### src/rtl/multi_sensor_ahb_wrapper_if.sv
// rtl/multi_sensor_ahb_wrapper_if.sv - AHB slave bus bundle for multi_sensor_ahb_wrapper
// Also supplies default AHB field widths when the integrating project has not defined them.
`ifndef AHB_ADDR_BITS
`define AHB_ADDR_BITS 32
`endif
`ifndef AHB_DATA_BITS
`define AHB_DATA_BITS 32
`endif
`ifndef AHB_TRANS_BITS
`define AHB_TRANS_BITS 2
`endif
`ifndef AHB_SIZE_BITS
`define AHB_SIZE_BITS 3
`endif
`ifndef AHB_BURST_BITS
`define AHB_BURST_BITS 3
`endif
`ifndef AHB_RESP_BITS
`define AHB_RESP_BITS 2
`endif

interface multi_sensor_ahb_wrapper_if;
  logic                         HSEL_SENSOR;
  logic [`AHB_ADDR_BITS-1:0]    HADDR;
  logic                         HWRITE;
  logic [`AHB_TRANS_BITS-1:0]   HTRANS;
  logic [`AHB_SIZE_BITS-1:0]    HSIZE;
  logic [`AHB_BURST_BITS-1:0]   HBURST;
  logic [`AHB_DATA_BITS-1:0]    HWDATA;
  logic                         HREADY;
  logic [`AHB_RESP_BITS-1:0]    HRESP;
  logic [`AHB_DATA_BITS-1:0]    HRDATA;

  modport master (
    output HSEL_SENSOR, HADDR, HWRITE, HTRANS, HSIZE, HBURST, HWDATA,
    input  HREADY, HRESP, HRDATA
  );

  modport slave (
    input  HSEL_SENSOR, HADDR, HWRITE, HTRANS, HSIZE, HBURST, HWDATA,
    output HREADY, HRESP, HRDATA
  );
endinterface

### src/rtl/multi_sensor_ahb_wrapper.sv
// rtl/multi_sensor_ahb_wrapper.sv - AHB slave front-end for NUM_CH sensor channels
// Optional macro SENSOR_IRQ_EN adds sctrl_done/irq ports with per-channel pending/mask.
module multi_sensor_ahb_wrapper #(
  parameter int NUM_CH    = 4,
  parameter int ADDRWIDTH = 6,
  parameter int DATAWIDTH = 32
) (
  input  logic                        HCLK,
  input  logic                        HRESET,
  multi_sensor_ahb_wrapper_if.slave   ahb,
  output logic [NUM_CH-1:0]           sctrl_en,
  output logic [NUM_CH-1:0]           sctrl_clear,
  output logic [ADDRWIDTH-1:0]        sctrl_addr,
  input  logic [NUM_CH*DATAWIDTH-1:0] sctrl_out
`ifdef SENSOR_IRQ_EN
  ,
  input  logic [NUM_CH-1:0]           sctrl_done,
  output logic                        irq
`endif
);

  localparam int DB = `AHB_DATA_BITS;
  localparam logic [`AHB_RESP_BITS-1:0] RESP_OKAY  = '0;
  localparam logic [`AHB_RESP_BITS-1:0] RESP_ERROR = `AHB_RESP_BITS'(1);

  typedef enum logic [2:0] {S_IDLE, S_RD_WAIT, S_RD_DATA, S_ERR1, S_ERR2} state_t;
  typedef enum logic [2:0] {G_DATA, G_EN, G_CLR, G_STAT, G_MASK} reg_t;

  state_t                 r_state, w_next;
  logic [NUM_CH-1:0]      r_en, r_clear;
  logic [ADDRWIDTH-1:0]   r_addr;
  logic                   r_wr_pend;
  logic [3:0]             r_wr_ch, r_rd_ch;
  reg_t                   r_wr_reg, r_rd_reg;
  logic [DB-1:0]          r_rdata;

  logic [3:0]             w_ch;
  logic [11:0]            w_off;
  reg_t                   w_reg;
  logic                   w_err, w_accept, w_wdata_nz;
  logic [ADDRWIDTH-1:0]   w_idx;
  logic [NUM_CH-1:0]      w_wr_sel, w_pend, w_mask;
  logic [DATAWIDTH-1:0]   w_ch_data;
  logic                   w_en_bit, w_pend_bit, w_mask_bit;
  logic [DB-1:0]          w_rd_val;
  logic                   w_unused_ok;

  assign w_ch       = ahb.HADDR[15:12];
  assign w_off      = ahb.HADDR[11:0];
  assign w_idx      = ahb.HADDR[ADDRWIDTH+1:2];
  assign w_wdata_nz = |ahb.HWDATA;
  assign w_accept   = ahb.HSEL_SENSOR && ahb.HTRANS[1] &&
                      (r_state == S_IDLE || r_state == S_RD_DATA);
  assign w_unused_ok = ^{ahb.HBURST, ahb.HTRANS[0], ahb.HADDR[`AHB_ADDR_BITS-1:16]};

  assign sctrl_en    = r_en;
  assign sctrl_clear = r_clear;
  assign sctrl_addr  = r_addr;

  // Address-phase decode; any error condition suppresses all side effects.
  always_comb begin
    w_reg = G_DATA;
    w_err = 1'b0;
    if (w_off[11:8] == 4'h0 && w_off[1:0] == 2'b00) begin
      w_reg = G_DATA;
      w_err = ahb.HWRITE;
    end else if (w_off == 12'h100) begin
      w_reg = G_EN;
    end else if (w_off == 12'h200) begin
      w_reg = G_CLR;
      w_err = !ahb.HWRITE;
    end else if (w_off == 12'h300) begin
      w_reg = G_STAT;
`ifndef SENSOR_IRQ_EN
      w_err = ahb.HWRITE;
`endif
`ifdef SENSOR_IRQ_EN
    end else if (w_off == 12'h400) begin
      w_reg = G_MASK;
`endif
    end else begin
      w_err = 1'b1;
    end
    if (int'(w_ch) >= NUM_CH || ahb.HSIZE != 3'b010)
      w_err = 1'b1;
  end

  always_comb begin
    for (int c = 0; c < NUM_CH; c++)
      w_wr_sel[c] = r_wr_pend && (r_wr_ch == c[3:0]);
  end

  always_comb begin
    w_ch_data  = '0;
    w_en_bit   = 1'b0;
    w_pend_bit = 1'b0;
    w_mask_bit = 1'b0;
    for (int c = 0; c < NUM_CH; c++) begin
      if (r_rd_ch == c[3:0]) begin
        w_ch_data  = sctrl_out[c*DATAWIDTH +: DATAWIDTH];
        w_en_bit   = r_en[c];
        w_pend_bit = w_pend[c];
        w_mask_bit = w_mask[c];
      end
    end
    w_rd_val = '0;
    case (r_rd_reg)
      G_DATA:  w_rd_val[DATAWIDTH-1:0] = w_ch_data;
      G_EN:    w_rd_val[0] = w_en_bit;
      G_STAT:  w_rd_val[1:0] = {w_pend_bit, w_en_bit};
      G_MASK:  w_rd_val[0] = w_mask_bit;
      default: w_rd_val = '0;
    endcase
  end

  always_ff @(posedge HCLK) begin
    if (HRESET) r_state <= S_IDLE;
    else        r_state <= w_next;
  end

  always_comb begin
    w_next = r_state;
    case (r_state)
      S_IDLE, S_RD_DATA: begin
        w_next = S_IDLE;
        if (w_accept) begin
          if (w_err)              w_next = S_ERR1;
          else if (!ahb.HWRITE)   w_next = S_RD_WAIT;
        end
      end
      S_RD_WAIT: w_next = S_RD_DATA;
      S_ERR1:    w_next = S_ERR2;
      S_ERR2:    w_next = S_IDLE;
      default:   w_next = S_IDLE;
    endcase
  end

  always_comb begin
    ahb.HREADY = 1'b1;
    ahb.HRESP  = RESP_OKAY;
    ahb.HRDATA = '0;
    case (r_state)
      S_RD_WAIT: ahb.HREADY = 1'b0;
      S_RD_DATA: ahb.HRDATA = r_rdata;
      S_ERR1: begin
        ahb.HREADY = 1'b0;
        ahb.HRESP  = RESP_ERROR;
      end
      S_ERR2:    ahb.HRESP  = RESP_ERROR;
      default: ;
    endcase
  end

  // Writes commit at the end of their zero-wait data phase, when HWDATA is valid.
  always_ff @(posedge HCLK) begin
    if (HRESET) begin
      r_en      <= '0;
      r_clear   <= '1;
      r_addr    <= '0;
      r_wr_pend <= 1'b0;
      r_wr_ch   <= '0;
      r_wr_reg  <= G_DATA;
      r_rd_ch   <= '0;
      r_rd_reg  <= G_DATA;
      r_rdata   <= '0;
    end else begin
      r_clear   <= '0;
      r_wr_pend <= w_accept && ahb.HWRITE && !w_err;
      if (w_accept) begin
        r_wr_ch  <= w_ch;
        r_wr_reg <= w_reg;
        if (!ahb.HWRITE && !w_err) begin
          r_rd_ch  <= w_ch;
          r_rd_reg <= w_reg;
          r_addr   <= w_idx;
        end
      end
      for (int c = 0; c < NUM_CH; c++) begin
        if (w_wr_sel[c] && r_wr_reg == G_EN)  r_en[c]    <= w_wdata_nz;
        if (w_wr_sel[c] && r_wr_reg == G_CLR) r_clear[c] <= w_wdata_nz;
      end
      if (r_state == S_RD_WAIT)
        r_rdata <= w_rd_val;
    end
  end

`ifdef SENSOR_IRQ_EN
  logic [NUM_CH-1:0] r_pend, r_mask, r_done_q;
  logic              r_irq;

  assign w_pend = r_pend;
  assign w_mask = r_mask;
  assign irq    = r_irq;

  // Set is applied after the W1C so a coincident done edge is never lost.
  always_ff @(posedge HCLK) begin
    if (HRESET) begin
      r_pend   <= '0;
      r_mask   <= '0;
      r_done_q <= '0;
      r_irq    <= 1'b0;
    end else begin
      r_done_q <= sctrl_done;
      r_irq    <= |(r_pend & r_mask);
      for (int c = 0; c < NUM_CH; c++) begin
        if (w_wr_sel[c] && r_wr_reg == G_MASK) r_mask[c] <= ahb.HWDATA[0];
        if (w_wr_sel[c] && r_wr_reg == G_STAT && ahb.HWDATA[1]) r_pend[c] <= 1'b0;
        if (sctrl_done[c] && !r_done_q[c]) r_pend[c] <= 1'b1;
      end
    end
  end
`else
  assign w_pend = '0;
  assign w_mask = '0;
`endif

endmodule
### src/flat_wrapper.sv
// flat-port wrapper written by rule: the top's interface ports become plain ports
module multi_sensor_ahb_wrapper_flat 
#(
  parameter int NUM_CH    = 4,
  parameter int ADDRWIDTH = 6,
  parameter int DATAWIDTH = 32
)
  (HCLK, HRESET, sctrl_en, sctrl_clear, sctrl_addr, sctrl_out, ahb_HSEL_SENSOR, ahb_HADDR, ahb_HWRITE, ahb_HTRANS, ahb_HSIZE, ahb_HBURST, ahb_HWDATA, ahb_HREADY, ahb_HRESP, ahb_HRDATA);
  multi_sensor_ahb_wrapper_if ahb_i ();
  input  logic HCLK;
  input  logic HRESET;
  output logic [NUM_CH-1:0] sctrl_en;
  output logic [NUM_CH-1:0] sctrl_clear;
  output logic [ADDRWIDTH-1:0] sctrl_addr;
  input  logic [NUM_CH*DATAWIDTH-1:0] sctrl_out;
  input wire logic [$bits(ahb_i.HSEL_SENSOR)-1:0] ahb_HSEL_SENSOR;
  input wire logic [$bits(ahb_i.HADDR)-1:0] ahb_HADDR;
  input wire logic [$bits(ahb_i.HWRITE)-1:0] ahb_HWRITE;
  input wire logic [$bits(ahb_i.HTRANS)-1:0] ahb_HTRANS;
  input wire logic [$bits(ahb_i.HSIZE)-1:0] ahb_HSIZE;
  input wire logic [$bits(ahb_i.HBURST)-1:0] ahb_HBURST;
  input wire logic [$bits(ahb_i.HWDATA)-1:0] ahb_HWDATA;
  output wire logic [$bits(ahb_i.HREADY)-1:0] ahb_HREADY;
  output wire logic [$bits(ahb_i.HRESP)-1:0] ahb_HRESP;
  output wire logic [$bits(ahb_i.HRDATA)-1:0] ahb_HRDATA;
  assign ahb_i.HSEL_SENSOR = ahb_HSEL_SENSOR;
  assign ahb_i.HADDR = ahb_HADDR;
  assign ahb_i.HWRITE = ahb_HWRITE;
  assign ahb_i.HTRANS = ahb_HTRANS;
  assign ahb_i.HSIZE = ahb_HSIZE;
  assign ahb_i.HBURST = ahb_HBURST;
  assign ahb_i.HWDATA = ahb_HWDATA;
  assign ahb_HREADY = ahb_i.HREADY;
  assign ahb_HRESP = ahb_i.HRESP;
  assign ahb_HRDATA = ahb_i.HRDATA;
  multi_sensor_ahb_wrapper #(.NUM_CH(NUM_CH), .ADDRWIDTH(ADDRWIDTH), .DATAWIDTH(DATAWIDTH)) u_core (.HCLK(HCLK), .HRESET(HRESET), .ahb(ahb_i), .sctrl_en(sctrl_en), .sctrl_clear(sctrl_clear), .sctrl_addr(sctrl_addr), .sctrl_out(sctrl_out));
endmodule
### config.mk
export PLATFORM = sky130hd
export DESIGN_NAME = multi_sensor_ahb_wrapper_flat
export DESIGN_NICKNAME = d
export VERILOG_FILES = /design/src/rtl/multi_sensor_ahb_wrapper_if.sv /design/src/rtl/multi_sensor_ahb_wrapper.sv /design/src/flat_wrapper.sv
export SDC_FILE = /design/constraint.sdc
export NUM_CORES = 1
export LEC_CHECK = 0
export CAP_MARGIN = 20
export CORE_ASPECT_RATIO = 1.5
export CORE_UTILIZATION = 28
export DETAILED_ROUTE_END_ITERATION = 10
export HOLD_SLACK_MARGIN = 0.1
export PLACE_DENSITY = 0.66
export SLEW_MARGIN = 20
export SYNTH_ARGS = -nofsm -noshare
export SYNTH_HDL_FRONTEND = slang
export SYNTH_SLANG_ARGS = --single-unit
export TNS_END_PERCENT = 1
### constraint.sdc
create_clock -name HCLK -period 1.9 [get_ports HCLK]
set_input_delay 0.38 -clock HCLK [delete_from_list [all_inputs] [get_ports HCLK]]
set_output_delay 0.38 -clock HCLK [all_outputs]
set_load 0.01 [all_outputs]
==> metrics.md <==
| Metric | Value |
|---|---|
| Detail Route Antenna Nets | 0 |
| Largest net degree at the start of global routing | 37 |
| Req. time, crit path | 2150 ps |
| ANT cells | 0 |
| HP Class | in -> reg |
| DRT Wirelength | approximately 13 mm |
| Final setup fails | 3 |
| CP top delay family | compound AO/OA/AOI/OAI gates |
| Clock Sink Count | 62 |
| Global-route layer with the greatest usage | met2 |
| Arrival @ worst endpoint | 2160 ps |
| Final Hold Fails | 0 |
| Crit Path Category | in -> reg |
| EDFF count, synth | 0 |
| Area of the die | 0.0136 mm2 |
| GRT met3 Usage | under 10% |
| Share of cells above drive strength 1 | 18.1% |
| Mapped cell area | 0.00367 mm2 |
| TritonCTS Buffers | 9 |
| Max Cap Viol | 0 |
| CTS tree | done |
| Max_slew headroom | roughly 58% |
| Syn_area_per_cell | 8.74 um2 |
| Design Power | 3.64 mW |
| Cells after DPL | 798 |
| Sequential area share after synthesis | 33.8% |
| Area Overhead vs Synth | 78.4% |
| GP Congestion | 0.824 |
| Nets | 861 |
| DIE WIDTH | ~95 um |
| Outcome | complete, but fails checks |
| First-pass GRT wire length | 19.9 mm |
| Hold Buf Count CTS | 0 |
| Ports | 253 |
| Slew @ Worst Pin | approximately 630 ps |
| Fin util | between 50% and 60% |
| RSZ-0062 raised after global routing | true |
| Post-DP HPWL | 10.3 mm |
| Max-slew violation count | 0 |
| Vias per inst | just under 5 |
| Skew final | 7.24 ps |
| Finished layout cell area | about 0.0065 mm2 |
| Finished Layout Cells | 818 |
| Leakage Power | roughly 2.4 nW |
| Failing checks | negative setup slack |
| Root buffer cell | clkbuf_16 |
| Fin crit share | 100% |
| Worst Slack Setup Final | -9.38 ps |
| Async set or reset register ratio after synthesis | 0% |
| H-tree levels | 3 |
| Crit-path max FO | 4 |
| Setup crit start kind | input pin |
| IO Port Bufs | 231 |
| Worst skew pair latency | around 320 ps |
| CP max stage cell | clkdlybuf4s50_1 |
| Synthesized netlist cell count | 420 |
| Met2 GRT Util | 36.9% |
| Max reg flops | 32 |
| Hold Slack | between 300 and 400 ps |
| CTS Buffer Depth | 2 |
| Vias in the first global route | roughly 4200 |
| Post-Place Cell Area | between 0.006 and 0.007 mm2 |
| Top_reg_cell synth | dfxtp_1 |
| Routed via count | 4032 |
| Period minus WS final | around 1900 ps |
| Site Rows | 50 |
| DR iter-0 viols | 64 |
| Seq cells post-synth | 62 |
| CP Cell Sequence | clkdlybuf4s50_1 -> a21boi_1 -> o211ai_2 -> a2111oi_4 -> buf_4 -> mux2i_1 |
| Pwr/cell area | 555 mW/mm2 |
| Die Height | 142 um |
| VDD IR max | 0.419 mV |
| CP endpoint kind | register |
| Yosys warns | 0 |
| Slowest cell delay on critical path | 490 ps |
| Global-route usage over all layers | 19.1% |
| Crit path buf inv count | 2 |
| Reg with most FFs | u_core.r_rdata |
| Initial antenna violation count | 0 |
| DR WL/cell | between 15 and 20 um |
| F_max | 524 MHz |
| Synth Net Count | 624 |
| Met1 Usage GRT | 19.9% |
| Clock transition at path regs | ~50 ps |
| Initial cell density of the core | 29.0% |
| Total global routing overflow | 0 |
| Drt drc | 0 |
| Drt first pass iters | 4 |
| Unique cell type count in the Yosys netlist | 47 |
| Core area | 0.0126 mm2 |
worst paths after layout:
kind | from | to | slack, ps | depth (start not counted)
min | ahb_HADDR[5] | u_core.sctrl_addr[3]$_SDFFE_PP0P_ | 400 | 3
max reg2reg | u_core.r_state[0]$_SDFF_PP0_ | u_core.sctrl_addr[3]$_SDFFE_PP0P_ | 170 | 6
min reg2reg | u_core.r_rdata[4]$_SDFFE_PP0P_ | u_core.r_rdata[4]$_SDFFE_PP0P_ | 440 | 2
max | ahb_HADDR[8] | u_core.sctrl_addr[3]$_SDFFE_PP0P_ | -9 | 6
report_power, final:
part / internal [mW] / leakage, nW / switching, mW
clock network: 1.08 / 0.144 / 0.551
logic: 0.455 / 1.75 / 0.197
registers: 1.34 / 0.504 / 0.0164
total: 2.87 / 2.40 / 0.764
metal layers:
metal / up-vias / share of wire, %
met5: - / 0
met4: 0 / 1.3
met3: 12 / 5.6
met2: 120 / 55
met1: 1893 / 38
li1: 2007 / -
cell families (layout without fill, tap and decap cells):
family                 count (synthesis)  after routing  share of synthesized area (%)
multiplexers                          63             63                           19.0
AO/OA/AOI/OAI                        100            100                           19.6
other                                  1              1                          0.102
buffers and inverters                 37            279                           4.50
AND/OR/NAND/NOR                      157            157                           23.0
flip-flops                            62             62                           33.8
through the flow:
stage | TNS (ps) | worst slack [ps]
5_1_grt | -1150 | -89.1
6_report | -15.1 | -9.38
4_1_cts | -499 | -49.5
2_1_floorplan | 0 | 154
3_3_place_gp | -4530 | -403
3_5_place_dp | -4960 | -447
synth_stat cells, drive strengths merged (3+ instances only):
cell type	count	share of area, %
mux2i	29	7.9
clkbuf	23	2.4
a21oi	35	4.8
o211ai	21	4.4
and2	33	5.6
nand2b	3	0.51
a311oi	4	0.95
o2111ai	13	3.1
o22a	17	4.1
o21ai	3	0.41
nor2	15	1.5
nand2	68	7.0
nor2b	4	0.68
buf	12	1.9
nand4	3	0.51
nor4	12	3.0
mux2	32	9.8
nor3b	5	1.2
dfxtp	62	34
tightest hold or removal path, cell delays in order:
cell and delay (ps):
dlymetal6s2s_1 150, nand2_1 60, mux2i_1 70
repair_timing:
action                     CTS  global route
gates resized for setup     82            38
buffers inserted             2             1
setup endpoints to repair   45            45
gates cloned                 1             0
pin swaps                    3             6
area by class of cell:
cell class,instances,area (um2)
clock buffer,11,253
clock inverter,5,57.6
fill,1223,6090
inverter,2,7.51
multi-input combinational,321,2280
sequential,62,1240
tap,156,195
timing repair buffer,261,2510
layout by cell type (no fill, tap or decap), types with 6 or more instances in the layout:
| master | n |
|---|---|
| mux2_2 | 31 |
| dlymetal6s2s_1 | 8 |
| a21oi_1 | 35 |
| mux2i_1 | 29 |
| clkbuf_16 | 9 |
| dlygate4sd2_1 | 6 |
| clkdlybuf4s50_1 | 187 |
| o22a_1 | 17 |
| nor4_1 | 9 |
| buf_4 | 25 |
| o211ai_1 | 20 |
| buf_2 | 14 |
| nand2_1 | 68 |
| o2111ai_1 | 13 |
| dfxtp_1 | 60 |
| clkbuf_2 | 8 |
| nor2_1 | 15 |
| and2_1 | 33 |
| clkdlybuf4s15_2 | 7 |
No activity file was read; power rests on OpenSTA's default activity.
